## src/rtl/ci_initiator.sv

```systemverilog
// Custom-instruction initiator: queues host commands, issues them one at a time
// to a CI responder with a WAIT timeout, and returns in-order responses.
module ci_initiator #(
    parameter int unsigned FIFO_DEPTH     = 4,
    parameter int unsigned TIMEOUT_CYCLES = 255
) (
    input  logic        clock,
    input  logic        reset,
    input  logic        cmdValid,
    output logic        cmdReady,
    input  logic [7:0]  cmdCiN,
    input  logic [31:0] cmdValueA,
    input  logic [31:0] cmdValueB,
    output logic        ciStart,
    output logic [7:0]  ciN,
    output logic [31:0] ciValueA,
    output logic [31:0] ciValueB,
    input  logic        ciDone,
    input  logic [31:0] ciResult,
    output logic        rspValid,
    input  logic        rspReady,
    output logic [31:0] rspResult,
    output logic        rspError,
    output logic        busy
);

    localparam int unsigned PTR_W = $clog2(FIFO_DEPTH);
    localparam int unsigned CNT_W = PTR_W + 1;
    localparam logic [15:0] TMO_LAST = 16'(TIMEOUT_CYCLES - 1);

    localparam logic [1:0] ST_IDLE  = 2'd0;
    localparam logic [1:0] ST_ISSUE = 2'd1;
    localparam logic [1:0] ST_WAIT  = 2'd2;
    localparam logic [1:0] ST_RESP  = 2'd3;

    typedef struct packed {
        logic [7:0]  n;
        logic [31:0] a;
        logic [31:0] b;
    } cmd_t;

    cmd_t             mem_q [FIFO_DEPTH];
    logic [PTR_W-1:0] wr_ptr_q, rd_ptr_q;
    logic [CNT_W-1:0] count_q, count_d;
    logic             avail_q;
    logic             push, pop;
    cmd_t             head;

    logic [1:0]  state_q, state_d;
    logic [15:0] tmo_q, tmo_d;
    logic [7:0]  ci_n_q, ci_n_d;
    logic [31:0] ci_a_q, ci_a_d;
    logic [31:0] ci_b_q, ci_b_d;
    logic [31:0] rsp_result_q, rsp_result_d;
    logic        rsp_error_q, rsp_error_d;

    assign cmdReady = (count_q < CNT_W'(FIFO_DEPTH));
    assign push     = cmdValid && cmdReady;
    // avail_q is a one-cycle qualification stage that fixes push-to-start latency.
    assign pop      = (state_q == ST_IDLE) && avail_q && (count_q != '0);
    assign head     = mem_q[rd_ptr_q];

    always_comb begin
        count_d = count_q;
        case ({push, pop})
            2'b10:   count_d = count_q + CNT_W'(1);
            2'b01:   count_d = count_q - CNT_W'(1);
            default: count_d = count_q;
        endcase
    end

    // NOTE: queue storage carries no reset; only the pointers and count define validity.
    always_ff @(posedge clock) begin
        if (push) begin
            mem_q[wr_ptr_q] <= '{n: cmdCiN, a: cmdValueA, b: cmdValueB};
        end
    end

    // NOTE: sequential state uses non-blocking assignments so every register sees pre-edge values.
    always_ff @(posedge clock or negedge reset) begin
        if (!reset) begin
            wr_ptr_q <= '0;
            rd_ptr_q <= '0;
            count_q  <= '0;
            avail_q  <= 1'b0;
        end else begin
            if (push) wr_ptr_q <= wr_ptr_q + PTR_W'(1);
            if (pop)  rd_ptr_q <= rd_ptr_q + PTR_W'(1);
            count_q <= count_d;
            avail_q <= (count_q != '0);
        end
    end

    // NOTE: every signal gets its hold value first so no path through the case infers a latch.
    always_comb begin
        state_d      = state_q;
        tmo_d        = tmo_q;
        ci_n_d       = ci_n_q;
        ci_a_d       = ci_a_q;
        ci_b_d       = ci_b_q;
        rsp_result_d = rsp_result_q;
        rsp_error_d  = rsp_error_q;
        case (state_q)
            ST_IDLE: begin
                if (pop) begin
                    state_d = ST_ISSUE;
                    ci_n_d  = head.n;
                    ci_a_d  = head.a;
                    ci_b_d  = head.b;
                end
            end
            ST_ISSUE: begin
                if (ciDone) begin
                    state_d      = ST_RESP;
                    rsp_result_d = ciResult;
                    rsp_error_d  = 1'b0;
                    ci_n_d       = '0;
                    ci_a_d       = '0;
                    ci_b_d       = '0;
                end else begin
                    state_d = ST_WAIT;
                    tmo_d   = '0;
                end
            end
            ST_WAIT: begin
                // A completion in the final WAIT cycle takes priority over the timeout.
                if (ciDone || (tmo_q == TMO_LAST)) begin
                    state_d      = ST_RESP;
                    rsp_result_d = ciDone ? ciResult : 32'd0;
                    rsp_error_d  = !ciDone;
                    tmo_d        = '0;
                    ci_n_d       = '0;
                    ci_a_d       = '0;
                    ci_b_d       = '0;
                end else begin
                    tmo_d = tmo_q + 16'd1;
                end
            end
            ST_RESP: begin
                if (rspReady) begin
                    state_d      = ST_IDLE;
                    rsp_result_d = '0;
                    rsp_error_d  = 1'b0;
                end
            end
            default: state_d = ST_IDLE;
        endcase
    end

    always_ff @(posedge clock or negedge reset) begin
        if (!reset) begin
            state_q      <= ST_IDLE;
            tmo_q        <= '0;
            ci_n_q       <= '0;
            ci_a_q       <= '0;
            ci_b_q       <= '0;
            rsp_result_q <= '0;
            rsp_error_q  <= 1'b0;
        end else begin
            state_q      <= state_d;
            tmo_q        <= tmo_d;
            ci_n_q       <= ci_n_d;
            ci_a_q       <= ci_a_d;
            ci_b_q       <= ci_b_d;
            rsp_result_q <= rsp_result_d;
            rsp_error_q  <= rsp_error_d;
        end
    end

    assign ciStart   = (state_q == ST_ISSUE);
    assign ciN       = ci_n_q;
    assign ciValueA  = ci_a_q;
    assign ciValueB  = ci_b_q;
    assign rspValid  = (state_q == ST_RESP);
    assign rspResult = rsp_result_q;
    assign rspError  = rsp_error_q;
    assign busy      = (count_q != '0) || (state_q != ST_IDLE);

endmodule

```

## config.mk

```make
export PLATFORM = sky130hd
export DESIGN_NAME = ci_initiator
export DESIGN_NICKNAME = d
export VERILOG_FILES = /design/src/rtl/ci_initiator.sv
export SDC_FILE = /design/constraint.sdc
export NUM_CORES = 1
export LEC_CHECK = 0
export CAP_MARGIN = 20
export CORE_MARGIN = 3
export CORE_UTILIZATION = 55
export CTS_BUF_LIST = sky130_fd_sc_hd__clkbuf_4 sky130_fd_sc_hd__clkbuf_8
export CTS_CLUSTER_DIAMETER = 40
export CTS_CLUSTER_SIZE = 12
export DETAILED_ROUTE_END_ITERATION = 8
export PLACE_DENSITY = 0.79
export REMOVE_ABC_BUFFERS = 1
export SYNTH_ARGS = -nofsm -noshare
export SYNTH_HDL_FRONTEND = slang
export SYNTH_SLANG_ARGS = --single-unit
```

## constraint.sdc

```tcl
create_clock -name clock -period 3.9 [get_ports clock]
set_input_delay 0.585 -clock clock [delete_from_list [all_inputs] [get_ports clock]]
set_output_delay 0.585 -clock clock [all_outputs]
set_load 0.1 [all_outputs]
```

==> flow_summary.yaml <==
final_layout:
  final-seq-area_um2: 11930
  multi_input_area_um2: 3486
  diodes: 0
  drive_gt1_share_pct: 18.83
  synthToLayoutAreaGrowth_pct: 24.41
  nNetsFinal: 1138
  fillerInstances: 1742
  final_util_pct: 69.94
detailed_routing:
  wl_per_cell_um: 22.87
  drtAntennaViolNets: 0
  avgViaCountPerCell: 5.898
  dr.pass1.iters: 5
  wl_met1_mm: 13.45
  wl_met3_mm: 2.482
  via_count: 8464
  drt_iter0_markers: 684
  drc: 0
  top_layer: "met5"
  wl_met2_mm: 16.21
  drt_wl_total_mm: 32.81
clocking:
  cts_max_level: 2
  postCtsSetupRepairBufs: 0
  clock_latency_ns: 0.59
  cts.path.max_buffers: 3
  cts_resized: 0
  cts_made_buffers: 49
  cts.sinks: 419
  clock-root-buffer: "clkbuf_8"
  ctsHoldBuffers: 0
  clkTransAtPathRegs_ns: 0.08
  cts_tree: "yes"
sta:
  hold_violations: 0
  rsz0062_at_grt: "false"
  min_period_over_period_pct: 84.92
  fin_crit_ns: 3.312
  setup-violations-final: 0
  timing.fmax_ghz: 0.3019
  slew_violations: 0
  maxSlewHeadroom_pct: 26.89
  tightest_slew_ns: 1.093
  clock_skew_ns: 0.03758
yosys:
  post-synth-top-count-cell: "edfxtp_1"
  async_reset_ff_share_pct: 31.26
  synth_common_cells: "edfxtp_1 (288), dfrtp_1 (131), a32o_1 (72), mux4_2 (72), clkbuf_1 (35)"
  synth_area_um2: 15700
  synthFlopType: "edfxtp_1"
  ys_seq_elements: 419
  yosysTopAreaCellShare_pct: 55.07
  synth_cells: 780
  synth_area_leaders: "edfxtp_1 (55%), dfrtp_1 (21%), mux4_2 (10%), a32o_1 (4.6%), a22o_1 (1.8%)"
  synth_cell_types: 45
  ys_seq_area_share_pct: 75.95
  synth_top_area_cell: "edfxtp_1"
  synth-edff-count: 288
  synth-warning-count: 0
  syn_area_per_cell_um2: 20.13
worst_setup_path:
  crit_start: "tmo_q[0]"
  crit_chain: "inv_1 -> ha_1 -> or4b_1 -> or4_1 -> a2111o_2 -> buf_12 -> a32o_1"
  rr_worst_depth: 7
  crit_arrival_ns: 3.75
  start_kind: "register"
  crit_type: "register to register"
  cp_top_family: "simple AND/OR/NAND/NOR gates"
  critPathMaxFanout: 44
  cp-end-kind: "register"
  r2r-start: "tmo_q[0]"
  max_stage_delay_ns: 0.81
  cpMaxStageDelayCell: "a2111o_2"
  cp_num_cells: 7
  worstPathBufferInverterCount: 2
  required_ns: 4.34
hold_path:
  hold_class: "input pin to async pin"
die:
  die_w_um: 175.0
  dieArea_um2: 30620
  rows: 61
  start_util_pct: 56.22
  num_io_pins: 218
  design.core.area_um2: 27930
  fp.dieH_um: 175.0
place:
  io_buffers: 217
  dp_hpwl_mm: 19.85
  routabilityCongestion: 0.7938
grt:
  overflow: 0
  grt_max_degree: 77
  grt_pass1_wl_mm: 51.03
  grt_pass1_vias: 9082
  grt_usage_pct: 21.63
  antenna_found_initial: 5
flow_run:
  cap_violations: 0
run_status:
  outcome: "complete, no violations"
[through the flow]
stage / setup slack, ns / setup TNS [ns] / area (um^2) / hold slack, ns / std cells
2_1_floorplan: -3.008 / -216.55 / 15450 / 0.2894 / 729
6_report: 0.5880 / 0 / 19540 / 0.04031 / 1435
5_1_grt: 0.4449 / 0 / 19540 / 0.06628 / 1435
4_1_cts: 0.6133 / 0 / 19540 / 0.03198 / 1435
3_3_place_gp: 0.6857 / 0 / 18390 / 0.4731 / 1343
3_5_place_dp: 0.6084 / 0 / 18390 / 0.4807 / 1343
[cell type report]
| type | count | share of cell area [%] |
|---|---|---|
| Tap cell | 378 | 2.421 |
| Clock inverter | 26 | 1.710 |
| Multi-Input combinational cell | 292 | 17.84 |
| Sequential cell | 419 | 61.08 |
| Timing Repair Buffer | 236 | 12.43 |
| Inverter | 18 | 0.3458 |
| Clock buffer | 66 | 4.169 |
[worst reg2reg max path, stage by stage (launching register included)]
cell	delay (ns)
dfrtp_1	0.43
inv_1	0.10
ha_1	0.15
or4b_1	0.41
or4_1	0.71
a2111o_2	0.82
buf_12	0.32
a32o_1	0.27
[cells in the final DEF, fill, tap and decap left out, drive strengths merged, types with 14 or more instances in the layout]
master	instances
dfrtp	131
clkinv	14
clkbuf	66
buf	20
a22o	32
inv	19
a32o	72
edfxtp	288
mux4	72
clkdlybuf4s50	216
[per-layer routing]
metal	up-vias	global-route usage (%)
li1	3687	-
met5	-	0
met1	4359	28.75
met2	345	36.10
met4	10	5.984
met3	63	5.585
[kinds of logic (layout without fill, tap and decap cells)]
logic type,Yosys count,count (layout),synth area share (%)
AND/OR/NAND/NOR,63,63,2.231
adder cells (fa/ha/maj),13,13,1.084
multiplexers,75,75,10.53
XOR/XNOR,14,14,0.7808
flip-flops,419,419,75.95
buffers and inverters,69,346,2.048
AO/OA/AOI/OAI,127,127,7.386
[registers in the layout, summed over array words and instances, names as in the netlist]
signal,count
avail_q,1
wr_ptr_q,2
rspResult,32
rd_ptr_q,2
tmo_q,16
state_q,2
ciValueA,32
ciN,8
count_q,3
rspError,1
ciValueB,32
mem_q,288
[path summary, 6_finish.rpt]
check,to,slack (ns)
worst max-delay path,ciValueA[9],0.59
worst max register to register,ciValueA[9],0.59
worst min register to register,ciValueA[12],0.49
max in group asynchronous,rspResult[24],2.93
min in group clock,ciValueA[12],0.49
worst min-delay path,ciValueA[19],0.04
Power is left out: the tool's default activity adds up to more than one toggle a clock period on the data nets, which glitch-free logic cannot reach.
